<file path="src/rtl/image_out_sram.sv">
// Frame reader: streams one RGB565 frame from external SRAM, in ascending
// address order, to a downstream consumer over a valid/ready handshake.
// The SRAM strobes are driven only while a pixel read is in flight, and done
// pulses for one cycle once the last pixel has been accepted.
module image_out_sram #(
    parameter int unsigned PIXEL_COUNT = 76800,   // pixels per frame (320*240)
    parameter logic [18:0] BASE_ADDR   = 19'h0,   // SRAM word address of pixel 0
    parameter int unsigned READ_WAIT   = 1        // extra strobe cycles before sampling
) (
    input  logic        wclk,
    input  logic        rst,
    input  logic        enable,
    input  logic [15:0] sram_data_in,
    output logic        selec_out_sram,
    output logic        write_out_sram,
    output logic        read_out_sram,
    output logic [18:0] addr_rd_out_sram,
    output logic [15:0] pix_data,
    output logic [16:0] pix_addr,
    output logic        pix_valid,
    input  logic        pix_ready,
    output logic        busy,
    output logic        done
);

    localparam int unsigned      CNT_W    = (READ_WAIT > 0) ? $clog2(READ_WAIT + 1) : 1;
    localparam logic [CNT_W-1:0] CNT_LAST = CNT_W'(READ_WAIT);
    localparam logic [16:0]      LAST_PIX = 17'(PIXEL_COUNT - 1);

    typedef enum logic [2:0] {
        S_IDLE,
        S_READ,
        S_PRESENT,
        S_DONE,
        S_READY
    } state_t;

    state_t           state_q, state_d;
    logic             strobe_q, strobe_d;
    logic [18:0]      addr_q, addr_d;
    logic [16:0]      pix_addr_q, pix_addr_d;
    logic [15:0]      pix_data_q, pix_data_d;
    logic             valid_q, valid_d;
    logic             done_q, done_d;
    logic [CNT_W-1:0] cnt_q, cnt_d;

    // Register the state and every output-facing value; reset clears them all.
    // NOTE: sequential state uses non-blocking assignments so every register
    // samples the pre-edge values, independent of statement order.
    always_ff @(posedge wclk) begin
        if (rst) begin
            state_q    <= S_IDLE;
            strobe_q   <= 1'b0;
            addr_q     <= '0;
            pix_addr_q <= '0;
            pix_data_q <= '0;
            valid_q    <= 1'b0;
            done_q     <= 1'b0;
            cnt_q      <= '0;
        end else begin
            state_q    <= state_d;
            strobe_q   <= strobe_d;
            addr_q     <= addr_d;
            pix_addr_q <= pix_addr_d;
            pix_data_q <= pix_data_d;
            valid_q    <= valid_d;
            done_q     <= done_d;
            cnt_q      <= cnt_d;
        end
    end

    // Next-state and next-output decode for the frame-read sequence.
    // NOTE: every variable is given its hold value before the case statement,
    // so no path through the block leaves one unassigned (no latches).
    always_comb begin
        state_d    = state_q;
        strobe_d   = strobe_q;
        addr_d     = addr_q;
        pix_addr_d = pix_addr_q;
        pix_data_d = pix_data_q;
        valid_d    = valid_q;
        done_d     = done_q;
        cnt_d      = cnt_q;

        case (state_q)
            S_IDLE: begin
                strobe_d   = 1'b0;
                addr_d     = '0;
                pix_addr_d = '0;
                pix_data_d = '0;
                valid_d    = 1'b0;
                done_d     = 1'b0;
                if (enable) begin
                    addr_d   = BASE_ADDR;
                    strobe_d = 1'b1;
                    cnt_d    = '0;
                    state_d  = S_READ;
                end
            end

            S_READ: begin
                // Strobes and address stay put until the SRAM has had
                // READ_WAIT+1 cycles to drive the data bus.
                if (cnt_q == CNT_LAST) begin
                    pix_data_d = sram_data_in;
                    valid_d    = 1'b1;
                    strobe_d   = 1'b0;
                    state_d    = S_PRESENT;
                end else begin
                    cnt_d = CNT_W'(cnt_q + 1'b1);
                end
            end

            S_PRESENT: begin
                // Hold the pixel until the consumer takes it.
                if (pix_ready) begin
                    valid_d = 1'b0;
                    if (pix_addr_q == LAST_PIX) begin
                        state_d = S_DONE;
                    end else begin
                        pix_addr_d = pix_addr_q + 17'd1;
                        addr_d     = addr_q + 19'd1;
                        strobe_d   = 1'b1;
                        cnt_d      = '0;
                        state_d    = S_READ;
                    end
                end
            end

            S_DONE: begin
                done_d  = 1'b1;
                state_d = S_READY;
            end

            S_READY: begin
                // Clear the bus on the way out so idle shows all zeros.
                done_d     = 1'b0;
                addr_d     = '0;
                pix_addr_d = '0;
                pix_data_d = '0;
                state_d    = S_IDLE;
            end

            default: begin
                state_d = S_IDLE;
            end
        endcase
    end

    assign selec_out_sram   = strobe_q;
    assign read_out_sram    = strobe_q;
    assign write_out_sram   = 1'b0;
    assign addr_rd_out_sram = addr_q;
    assign pix_addr         = pix_addr_q;
    assign pix_data         = pix_data_q;
    assign pix_valid        = valid_q;
    assign done             = done_q;
    assign busy             = (state_q != S_IDLE);

endmodule

</file>
<file path="config.mk">
export PLATFORM = sky130hd
export DESIGN_NAME = image_out_sram
export DESIGN_NICKNAME = d
export VERILOG_FILES = /design/src/rtl/image_out_sram.sv
export SDC_FILE = /design/constraint.sdc
export NUM_CORES = 1
export LEC_CHECK = 0
export CAP_MARGIN = 20
export CELL_PAD_IN_SITES_DETAIL_PLACEMENT = 1
export CELL_PAD_IN_SITES_GLOBAL_PLACEMENT = 1
export CORE_UTILIZATION = 38
export DETAILED_ROUTE_END_ITERATION = 10
export GPL_ROUTABILITY_DRIVEN = 0
export PLACE_DENSITY = 0.82
export SETUP_SLACK_MARGIN = 0.02
export SYNTH_ARGS = -nofsm -noshare
export SYNTH_HDL_FRONTEND = slang
export SYNTH_SLANG_ARGS = --single-unit
</file>
<file path="constraint.sdc">
create_clock -name wclk -period 5.25 [get_ports wclk]
set_input_delay 0.525 -clock wclk [delete_from_list [all_inputs] [get_ports wclk]]
set_output_delay 0.525 -clock wclk [all_outputs]
set_load 0.03 [all_outputs]
</file>
### Yosys cells after proc, flatten, opt, wreduce, memory -nomap -nowiden

Index checks and enable logic that the tools add are counted.

* add/sub/neg operators: 3
* $mul: 0
* div/mod/pow operators: 0
* magnitude comparators: 0
* equality and inequality tests: 9
* shift operators: 0
* muxes and demuxes: 27
* bitwise logic cells: 0
* reductions and logical operators: 13

Operators with widths (number)
* 19-bit 2-to-1 mux: 2
* 19-bit one-hot mux with 2 select lines: 1
* 17-bit 2-to-1 mux: 2
* 17-bit one-hot mux with 2 select lines: 1
* 16-bit one-hot mux with 2 select lines: 1
* 19-bit by 1-bit adder with 19-bit output, second input constant: 1
* 17-bit by 1-bit adder with 17-bit output, second input constant: 1
* 17-bit equality test, second input constant: 1
* 16-bit 2-to-1 mux: 1
* 3-bit one-hot mux with 4 select lines: 1
* 1-bit 2-to-1 mux: 10
* 3-bit 2-to-1 mux: 3
* 1-bit one-hot mux with 3 select lines: 3
* 3-bit AND reduction: 3
* 2-bit != test, second input constant: 4
* 4-bit AND reduction: 2
* 3-bit by 2-bit equality test with 1-bit output, second input constant: 2
* 2-bit nonzero test: 3
* 3-bit nonzero test: 2
* 3-bit by 1-bit equality test with 1-bit output, second input constant: 1
* 3-bit equality test, second input constant: 1
* 3-bit zero test: 1
* 2-bit 2-to-1 mux: 1
* 1-bit one-hot mux with 2 select lines: 1
* other kinds (3): 3

* register bits: 59
* latch bits: 0
* memory bits (writable): 0
* ROM bits: 0
* input bits: 20
* output and inout bits: 58
* logic and storage cells: 60
* memories kept: 0

### Depth between registers and ports, before layout

Gate-level depths: netlist of run 1.

* word-level depth: 4
* mapped depth: 8
* gate-level depth less buffers: 6

### Worst setup path before layout of run 1

Ideal clock, no wire load.

* path kind: register to register
* from: register pix_addr_q[4] (netlist: pix_addr[4])
* to: register addr_q[3] (netlist: addr_rd_out_sram[3])
* library setup time: 116 ps
* arrival: 2230 ps
* required time: 5134 ps
* path slack: 2904 ps
* stages on the path, launching flop included: 8
* buffers on the path: 2
* period minus slack after synthesis: 2346 ps
* cell sequence: dfxtp_1 nand4_1 or4_4 o211ai_2 buf_6 buf_8 nor4_1 a31o_1

* cells in the longest elaborated chain, start to end: 3

RTL lines
* from (decl): RTL line 41 `logic [16:0] pix_addr_q, pix_addr_d;`
* from (signal assigned): RTL line 64 `pix_addr_q <= pix_addr_d;`
* 17-bit equality test: RTL line 118 `if (pix_addr_q == LAST_PIX) begin`
* 2-bit != test (no line)
* 3-bit AND reduction (no line)
* to (signal assigned): RTL line 63 `addr_q <= addr_d;`
* to (decl): RTL line 40 `logic [18:0] addr_q, addr_d;`

No other way between the ends.
A chain may end at the register's enable or synchronous reset.

### Worst setup path after layout of run 1

* from: register pix_addr_q[4] (netlist: pix_addr[4])
* to: register pix_addr_q[10] (netlist: pix_addr[10])

* cells in the longest elaborated chain, start to end: 4
* elaborated cells on any way between the ends: 7
* classes of those cells: 1 x add/sub; 2 x eq/ne; 3 x mux; 1 x reduce/logical

RTL lines
* 17-bit by 1-bit adder with 17-bit output: RTL line 121 `pix_addr_d = pix_addr_q + 17'd1;`
* 17-bit 2-to-1 mux: RTL line 118
* 17-bit 2-to-1 mux: RTL line 116 `if (pix_ready) begin`
* 17-bit one-hot mux with 2 select lines: RTL line 85 `case (state_q)`

Parallel ways exist; a longest one is shown, timed or not. The select of a mux whose other input is x is not followed.

==> flow_summary_export.csv, run 1 <==
group,metric,value,unit
cells_and_area,drive_above_1_share,0.0670,
floorplan,io_pins,78,
synth,synth_commonest_cells,"dfxtp_1 (59), nand2_1 (46), a21oi_1 (38)",
routing,wl_met3,501,um
floorplan,die-area,0.00799,sq mm
worst_setup_path,path_max_fanout,21,
pwr,internal-power,802,uW
synth,synthAdderAreaFrac,0.00862,
timing,setup_viol,0,
cells_and_area,nets,450,
routing,drt_pass1_iterations,4,
synth,ys.warnings.count,0,
routing,drc_errors,0,
flow_run,maxCapViolations,0,
min_path,hold_start,"pix_data[7]",
clocking,numCtsBuffers,9,
placed_design,pre_cts_slack,2290,ps
global_routing,grt_max_degree,31,
routing,vias_per_cell,5.73,
floorplan,start_util,0.396,
global_routing,gr-total-overflow,0,
timing,worst_slew_pin_slew,1010,ps
global_routing,track_usage,0.237,
cells_and_area,diodes,0,
pwr,switchingPower,334,uW
routing,met1_length,3980,um
synth,synthArstFlopShare,0,
floorplan,die_w,89.4,um
clocking,clk_pin_slew,70,ps
clocking,cts-resized-gates,0,
synth,ys.flop_type,"dfxtp_1",
pwr,p_comb_frac,0.178,
worst_setup_path,cp.required,5480,ps
routing,vias,3046,
routing,top_layer,"met4",
routing,wl_per_cell,17.1,um
status,outcome,"finished clean",
synth,synth_top_family_by_area,"simple AND/OR/NAND/NOR gates",
timing,slew_violations,0,
routing,drt_wl_total,9120,um
pwr,irDropWorstVdd,0.158,mV
timing,layout_setup_ws,2330,ps
synth,ys_seq_elements,59,
worst_setup_path,reg2reg_depth,5,
placed_design,dp_cells,516,
synth,synth_mux_area_frac,0.00345,
clocking,holdBufCountCts,0,
clocking,cts_setup_buffers,0,
timing,hold_violations,0,
min_path,whs_path_depth,2,
synth,synth_edf_count,0,
synth,yosysTopAreaCell,"dfxtp_1",
pwr,p_seq_frac,0.423,
synth,synth-xor-area-share,0.00302,
worst_setup_path,endpoint_kind,"register",
clocking,cts.sinks,59,
floorplan,fp.coreArea,0.00733,sq mm
timing,relSlewSlack,0.318,
clocking,clk-insertion-delay-late,340,ps
synth,synth-simple-area-share,0.288,
min_path,hp-class,"register to register",
floorplan,die_y,89.4,um
synth,synth_area,0.00290,sq mm
synth,syn_nets,384,
timing,fin_setup_tns,0,ps
synth,avgSynthCellArea,8.02,sq um
global_routing,antenna_found_initial,0,
placed_design,dp_hpwl,6450,um
pwr,p_leak,0.00131,uW
timing,fmax,343,MHz
synth,synth_top_area_frac,0.407,
global_routing,grt_pass1_wl,14500,um
routing,route.met2.wl,4540,um
floorplan,std_cell_rows,31,
pwr,p_per_area,292,mW/mm^2
synth,synth_compound_area_frac,0.233,
timing,hold_slack,455,ps
cells_and_area,fin_cells,532,
clocking,cts_buffer_depth,2,
pwr,clkPwrFrac,0.399,
clocking,tritoncts,"yes",
worst_setup_path,worst_ep_arrival_time,3150,ps
worst_setup_path,reg2reg_from,"pix_addr[4]",
timing,fin_crit_sh,0.556,
cells_and_area,syn_to_final_growth,34.1,%
pwr,swShare,0.294,
synth,postSynthCellCount,362,
clocking,cts_root_buffer,"clkbuf_8",
global_routing,grt_pass1_vias,2984,
synth,seq_area_frac_synth,0.407,
worst_setup_path,crit_type,"register to register",
clocking,htree_levels,3,
synth,synth.most_common_cell,"dfxtp_1",
synth,synth_cell_types,56,
timing,rsz0062_at_grt,"no",
timing,finClkSkew,10.6,ps
timing,fin_crit,2920,ps
worst_setup_path,start_kind,"register",
routing,drt_iter0_drc,106,
routing,ant_nets,0,
synth,ys_top_cells_by_area,"dfxtp_1 (41%), a21oi_1 (6.6%), nand2_1 (6.0%), nand3_1 (5.5%), nor4_1 (3.2%)",
worst_setup_path,worstSetupStartpoint,"pix_addr[4]",
placed_design,io_buffers,76,
-- flip-flops by register name, indices dropped and copies added, names as in the netlist --
register          cells
addr_rd_out_sram     19
pix_addr             17
pix_data             16
state_q               3
cnt_q                 1
done                  1
pix_valid             1
read_out_sram         1
-- power groups by stage --
stage / clock network, uW / registers, uW / logic [uW]
after CTS: 461 / 481 / 203
after global placement: 0 / 489 / 197
after global routing: 485 / 483 / 221
after detailed placement: 0 / 491 / 202
final: 453 / 481 / 202
after floorplan: 0 / 507 / 119
-- through the flow --
stage	utilization	instance area (sq um)	power [uW]
finish	0.531	3890	1140
global route	0.531	3890	1190
CTS	0.531	3890	1150
detailed placement	0.502	3680	693
global placement	0.501	3670	686
floorplan	-	2900	626
-- routing by layer --
| metal | up-vias | GRT usage |
|---|---|---|
| li1 | 1469 | - |
| met1 | 1490 | 0.276 |
| met2 | 76 | 0.437 |
| met3 | 11 | 0.0471 |
| met4 | 0 | 0.0693 |
| met5 | - | 0 |
-- layout by cell type, fill, tap and decap left out, drive strengths merged, types with 9 or more instances in the layout --
cell type      netlist  final
dfxtp               59     59
nand3               32     32
clkdlybuf4s50        0     76
nor4                15     15
o21ai               19     19
clkbuf              15     11
nand2               47     47
nand2b               9      9
nor2                16     16
a31oi               13     13
a21oi               38     38
-- worst max-delay path, cell delays in order, from the launching register on --
cell and delay [ps]:
dfxtp_1 500, nand4_1 440, or4_4 700, o211ai_2 820, nor3b_1 130, o21a_1 220
-- area by class of cell --
type / count / area (sq um)
Fill cell: 860 / 3440
Multi-Input combinational cell: 271 / 1560
Sequential cell: 59 / 1180
Timing Repair Buffer: 80 / 791
Clock buffer: 11 / 131
Tap cell: 99 / 124
Clock inverter: 5 / 77.6
Inverter: 7 / 26.3
-- path summary, 6_finish.rpt --
kind             endpoint  slack (ps)
min reg2reg   pix_data[7]         450
max reg2reg  pix_addr[10]        2330
max          pix_addr[10]        2330
min           pix_data[7]         450
-- logic make-up (layout without fill, tap and decap cells) --
family,count (synthesis),after routing
AO/OA/AOI/OAI,106,106
XOR/XNOR,1,1
adder cells (fa/ha/maj),2,2
buffers and inverters,32,103
flip-flops,59,59
multiplexers,1,1
other,1,1
AND/OR/NAND/NOR,160,160
Note: power is estimated with default switching activity, not from simulation.
==> run 2: changes to the inputs <==
--- a/config.mk
+++ b/config.mk
@@ -8,10 +8,10 @@
 export CAP_MARGIN = 20
 export CELL_PAD_IN_SITES_DETAIL_PLACEMENT = 1
 export CELL_PAD_IN_SITES_GLOBAL_PLACEMENT = 1
-export CORE_UTILIZATION = 38
+export CORE_UTILIZATION = 35
 export DETAILED_ROUTE_END_ITERATION = 10
 export GPL_ROUTABILITY_DRIVEN = 0
-export PLACE_DENSITY = 0.82
+export PLACE_DENSITY = 0.76
 export SETUP_SLACK_MARGIN = 0.02
 export SYNTH_ARGS = -nofsm -noshare
 export SYNTH_HDL_FRONTEND = slang
==> constraint.sdc (replaced) <==
create_clock -name wclk -period 2.95 [get_ports wclk]
set_input_delay 0.295 -clock wclk [delete_from_list [all_inputs] [get_ports wclk]]
set_output_delay 0.295 -clock wclk [all_outputs]
set_load 0.03 [all_outputs]
==> run 2 against run 1 <==
Final area up 2.8%. Setup slack worse by 1800 ps. Wire length down 0.81%. Hold slack worse by 3.4 ps. Sequential share of layout area down 0.84 points. Utilization down 2.3 points. Via count up 0.39%. Sequential power up 75%. Die area up 8.4%. Clock power up 100%. First-iteration DRC count down 5.7%. Clock-buffer cell count down 2. Largest power group is now clock.
==> flow_summary_export.csv, run 2 (synthesis gave the netlist of run 1 again) <==
group,metric,value,unit
status,outcome,"finished clean",
timing,hold_violations,0,
pwr,p_leak,0.00137,uW
worst_setup_path,crit_type,"register to register",
min_path,hold_start,"pix_data[9]",
clocking,numCtsBuffers,9,
floorplan,die_y,93.1,um
min_path,holdPathEnd,"pix_data[9]",
timing,setup_viol,0,
cells_and_area,layout_commonest_cell,"clkdlybuf4s50_1",
pwr,clkPwrFrac,0.422,
routing,vias_per_cell,5.61,
clocking,clk_pin_slew,80,ps
timing,fin_crit_sh,0.822,
cells_and_area,syn_to_final_growth,37.9,%
clocking,cts.sinks,59,
clocking,cts_buffer_depth,2,
cells_and_area,fin_cells,545,
pwr,swShare,0.286,
global_routing,track_usage,0.219,
global_routing,top_usage_layer,"met2",
cells_and_area,fill_cells,972,
floorplan,die_w,93.1,um
timing,fmax,412,MHz
pwr,internal-power,1530,uW
global_routing,antenna_found_initial,0,
timing,fin_setup_tns,0,ps
floorplan,fp.coreArea,0.00789,sq mm
routing,vias,3058,
worst_setup_path,endpoint_kind,"register",
global_routing,gr-total-overflow,0,
floorplan,std_cell_rows,32,
cells_and_area,seq_area,0.00118,sq mm
worst_setup_path,reg2reg_depth,6,
pwr,total_power,2140,uW
routing,wl_per_cell,16.6,um
worst_setup_path,worstSetupStartpoint,"pix_addr[14]",
timing,relSlewSlack,0.568,
min_path,whs_path_depth,2,
timing,worst_slew_pin_slew,642,ps
floorplan,die-area,0.00866,sq mm
placed_design,dp_cells,529,
clocking,clk-insertion-delay-late,340,ps
floorplan,start_util,0.368,
timing,hold_slack,451,ps
worst_setup_path,worst_ep_arrival_time,2650,ps
timing,fin_crit,2420,ps
routing,drt_pass1_iterations,4,
cells_and_area,fin_util,0.507,
cells_and_area,multi_input_area,0.00156,sq mm
routing,drt_iter0_drc,100,
placed_design,dp_hpwl,6250,um
pwr,switchingPower,613,uW
global_routing,use_met1,0.279,
cells_and_area,diodes,0,
global_routing,grt_pass1_wl,15100,um
timing,rsz0062_at_grt,"no",
clocking,holdBufCountCts,0,
min_path,hp-class,"register to register",
worst_setup_path,r2r_end,"addr_rd_out_sram[3]",
pwr,p_per_area,536,mW/mm^2
cells_and_area,drive_above_1_share,0.0926,
cells_and_area,largest_reg_flops,19,
flow_run,maxCapViolations,0,
routing,drt_wl_total,9050,um
routing,drc_errors,0,
clocking,htree_levels,3,
worst_setup_path,rrSetupSlack,530,ps
placed_design,io_buffers,76,
clocking,cts_setup_buffers,0,
global_routing,grt_pass1_vias,3042,
routing,ant_nets,0,
cells_and_area,final_cell_mix,"clkdlybuf4s50_1 (76), dfxtp_1 (59), nand2_1 (46)",
worst_setup_path,cp.required,3180,ps
clocking,tritoncts,"yes",
pwr,p_comb_frac,0.184,
global_routing,grt_max_degree,31,
clocking,cts_root_buffer,"clkbuf_8",
global_routing,grtUsageMet2,0.369,
worst_setup_path,reg2reg_from,"pix_addr[14]",
worst_setup_path,path_max_fanout,15,
floorplan,io_pins,78,
timing,finClkSkew,11.5,ps
pwr,p_seq_frac,0.394,
pwr,irDropWorstVdd,0.248,mV
global_routing,use_met3,0.0463,
clocking,cts-resized-gates,0,
timing,slew_violations,0,
worst_setup_path,start_kind,"register",
cells_and_area,nets,460,
-- run 2: area by class of cell --
type / instances / share of cell area
Clock inverter: 7 / 0.0291
Timing Repair Buffer: 90 / 0.216
Tap cell: 102 / 0.0319
Sequential cell: 59 / 0.295
Clock buffer: 9 / 0.0310
Multi-Input combinational cell: 271 / 0.390
Inverter: 7 / 0.00657
-- run 2: power groups by stage --
stage                     clock [uW]  sequential [uW]  combinational [uW]
after CTS                        921              845                 396
final                            905              844                 393
after global placement             0              861                 386
after floorplan                    0              902                 212
after detailed placement           0              863                 393
after global routing             962              848                 430
-- run 2: per-stage QoR --
stage	worst slack, ps	cell area (sq um)
finish	525	4000
global route	434	4000
CTS	538	4000
detailed placement	513	3760
global placement	606	3760
floorplan	604	2900
-- run 2: how the worst max path moves through the flow --
stage	slack, ps	to	cells past startpoint
6_report	530	addr_rd_out_sram[3]	6
5_1_grt	430	addr_rd_out_sram[3]	6
4_1_cts	540	addr_rd_out_sram[4]	6
3_5_place_dp	510	addr_rd_out_sram[7]	7
3_3_place_gp	610	addr_rd_out_sram[7]	7
2_1_floorplan	600	addr_rd_out_sram[3]	7
-- run 2: worst max-delay path: stages (launching register included) --
cell and delay, ps:
dfxtp_1 360, or4b_4 530, or4_4 470, o211ai_2 410, buf_4 280, nor4_1 70
a31o_1 190
-- run 2: layer usage --
| metal | vias to the layer above | routed length, um |
|---|---|---|
| met4 | 0 | 110 |
| met1 | 1485 | 4360 |
| met5 | - | 0 |
| met2 | 69 | 4220 |
| li1 | 1493 | - |
| met3 | 11 | 355 |
==> run 3: changes to the inputs <==
--- a/config.mk
+++ b/config.mk
@@ -8,10 +8,10 @@
 export CAP_MARGIN = 20
 export CELL_PAD_IN_SITES_DETAIL_PLACEMENT = 1
 export CELL_PAD_IN_SITES_GLOBAL_PLACEMENT = 1
-export CORE_UTILIZATION = 35
+export CORE_UTILIZATION = 32
 export DETAILED_ROUTE_END_ITERATION = 10
 export GPL_ROUTABILITY_DRIVEN = 0
-export PLACE_DENSITY = 0.76
+export PLACE_DENSITY = 0.73
 export SETUP_SLACK_MARGIN = 0.02
 export SYNTH_ARGS = -nofsm -noshare
 export SYNTH_HDL_FRONTEND = slang
==> constraint.sdc (replaced) <==
create_clock -name wclk -period 2.1 [get_ports wclk]
set_input_delay 0.21 -clock wclk [delete_from_list [all_inputs] [get_ports wclk]]
set_output_delay 0.21 -clock wclk [all_outputs]
set_load 0.03 [all_outputs]
==> run 3 against run 2 <==
The run now ends with setup timing left. Global-route usage shrank 1.4 points. Sequential share of layout area shrank 1.3 points. First-iteration DRC count shrank 21%. Sequential power grew 40%. Total power grew 34%. Hold slack lost 27 ps. Register-to-register slack lost 530 ps. Setup slack lost 530 ps. Clock power grew 19%. Critical path type unchanged.
==> flow_summary_export.csv, run 3 (synthesis gave the netlist of run 1 again) <==
group,metric,value,unit
placed_design,dp_cells,557,
clocking,numCtsBuffers,9,
cells_and_area,fin_cells,573,
timing,fin_crit,2100,ps
status,violations,"setup timing",
routing,drc_errors,0,
global_routing,grt_max_degree,23,
floorplan,die_y,97.2,um
floorplan,fp.coreArea,0.00876,sq mm
timing,layout_setup_ws,-1.08,ps
clocking,tritoncts,"yes",
worst_setup_path,endpoint_kind,"register",
timing,hold_slack,425,ps
routing,drt_wl_total,9510,um
pwr,p_per_area,679,mW/mm^2
floorplan,die_w,97.2,um
flow_run,maxCapViolations,0,
timing,fin_crit_sh,1.00,
floorplan,io_pins,78,
pwr,irDropWorstVdd,0.313,mV
cells_and_area,diodes,0,
global_routing,grt_pass1_vias,3165,
cells_and_area,syn_to_final_growth,45.6,%
routing,ant_nets,0,
timing,fmax,476,MHz
timing,slew_violations,0,
worst_setup_path,start_kind,"register",
floorplan,std_cell_rows,34,
cells_and_area,nets,482,
timing,fin_setup_tns,-1.08,ps
routing,drt_pass1_iterations,4,
timing,hold_violations,0,
clocking,cts_buffer_depth,2,
clocking,cts.sinks,59,
global_routing,grt_pass1_wl,15600,um
floorplan,die-area,0.00945,sq mm
timing,setup_viol,1,
clocking,clk-insertion-delay-late,350,ps
pwr,p_leak,0.00147,uW
global_routing,track_usage,0.205,
cells_and_area,drive_above_1_share,0.166,
clocking,cts_setup_buffers,0,
clocking,htree_levels,3,
routing,drt_iter0_drc,79,
floorplan,start_util,0.331,
cells_and_area,largest_reg_flops,19,
routing,wl_per_cell,16.6,um
placed_design,io_buffers,76,
placed_design,dp_hpwl,6740,um
worst_setup_path,crit_type,"register to register",
cells_and_area,layout_commonest_cell,"clkdlybuf4s50_1",
global_routing,antenna_found_initial,0,
cells_and_area,final_cell_mix,"clkdlybuf4s50_1 (76), dfxtp_1 (51), nand2_1 (45)",
routing,vias_per_cell,5.46,
timing,rsz0062_at_grt,"yes",
timing,relSlewSlack,0.553,
worst_setup_path,worst_ep_arrival_time,2350,ps
status,outcome,"complete, but fails checks",
clocking,cts_root_buffer,"clkbuf_8",
timing,worst_slew_pin_slew,664,ps
worst_setup_path,cp.required,2350,ps
min_path,hp-class,"primary input to register",
cells_and_area,fin_util,0.482,
timing,finClkSkew,5.82,ps
clocking,clk_pin_slew,70,ps
worst_setup_path,path_max_fanout,20,
global_routing,gr-total-overflow,0,
routing,vias,3127,
## run 3: cell count changes in the layout (fill, tap and decap cells not counted), sizes merged
cell / before / now
clkbuf: 9 / 10
bufinv: 3 / 1
clkinv: 4 / 2
buf: 14 / 36
clkinvlp: 1 / 4
## run 3: critical path: stages (launching register included)
cell      delay (ps)
dfxtp_2          320
or4b_4           530
or4_4            490
o211ai_4         220
buf_12           190
nor4_1            60
a31o_1           180
## run 3: routing by layer
metal  wire (um)  global-route usage  vias up  share of wire
li1            -                   -     1533              -
met1        4450               0.257     1519           0.47
met2        4580               0.343       69           0.48
met3         394              0.0482        6          0.041
met4          85              0.0724        0         0.0089
met5           0                   0        -              0
## run 3: worst paths after layout
check,from,endpoint,slack (ps),cells after the start
setup / recovery,state_q[0],pix_addr[7],-1,6
hold / removal,sram_data_in[3],pix_data[3],420,3
hold reg to reg,pix_data[12],pix_data[12],450,2
setup reg to reg,state_q[0],pix_addr[7],-1,6
## run 3: layout make-up
| class | instances | area (sq um) |
|---|---|---|
| Fill cell | 1058 | 4540 |
| Multi-Input combinational cell | 271 | 1600 |
| Sequential cell | 59 | 1190 |
| Timing Repair Buffer | 112 | 1070 |
| Clock buffer | 10 | 138 |
| Tap cell | 108 | 135 |
| Clock inverter | 6 | 65.1 |
| Inverter | 7 | 26.3 |
## run 3: repair_timing
item / in CTS / in global routing
hold buffers: 0 / 0
cloned: 0 / 0
pin swaps: 0 / 1
endpoints found under the setup margin: 4 / 30
gates resized for setup: 1 / 6
## run 3: power breakdown
group / internal, uW / leakage, uW / switching [uW]
clock: 577 / 0.0000905 / 500
combinational: 243 / 0.000900 / 366
sequential: 1160 / 0.000482 / 25.0
total: 1980 / 0.00147 / 891
## run 3: stage by stage
stage	instance area [sq um]	setup WS, ps	total power, uW
2_1_floorplan	2920	-67.9	1570
3_3_place_gp	3990	-9.39	1790
3_5_place_dp	3990	-54.5	1810
4_1_cts	4200	17.3	2890
5_1_grt	4220	-53.1	3000
6_report	4220	-1.08	2870
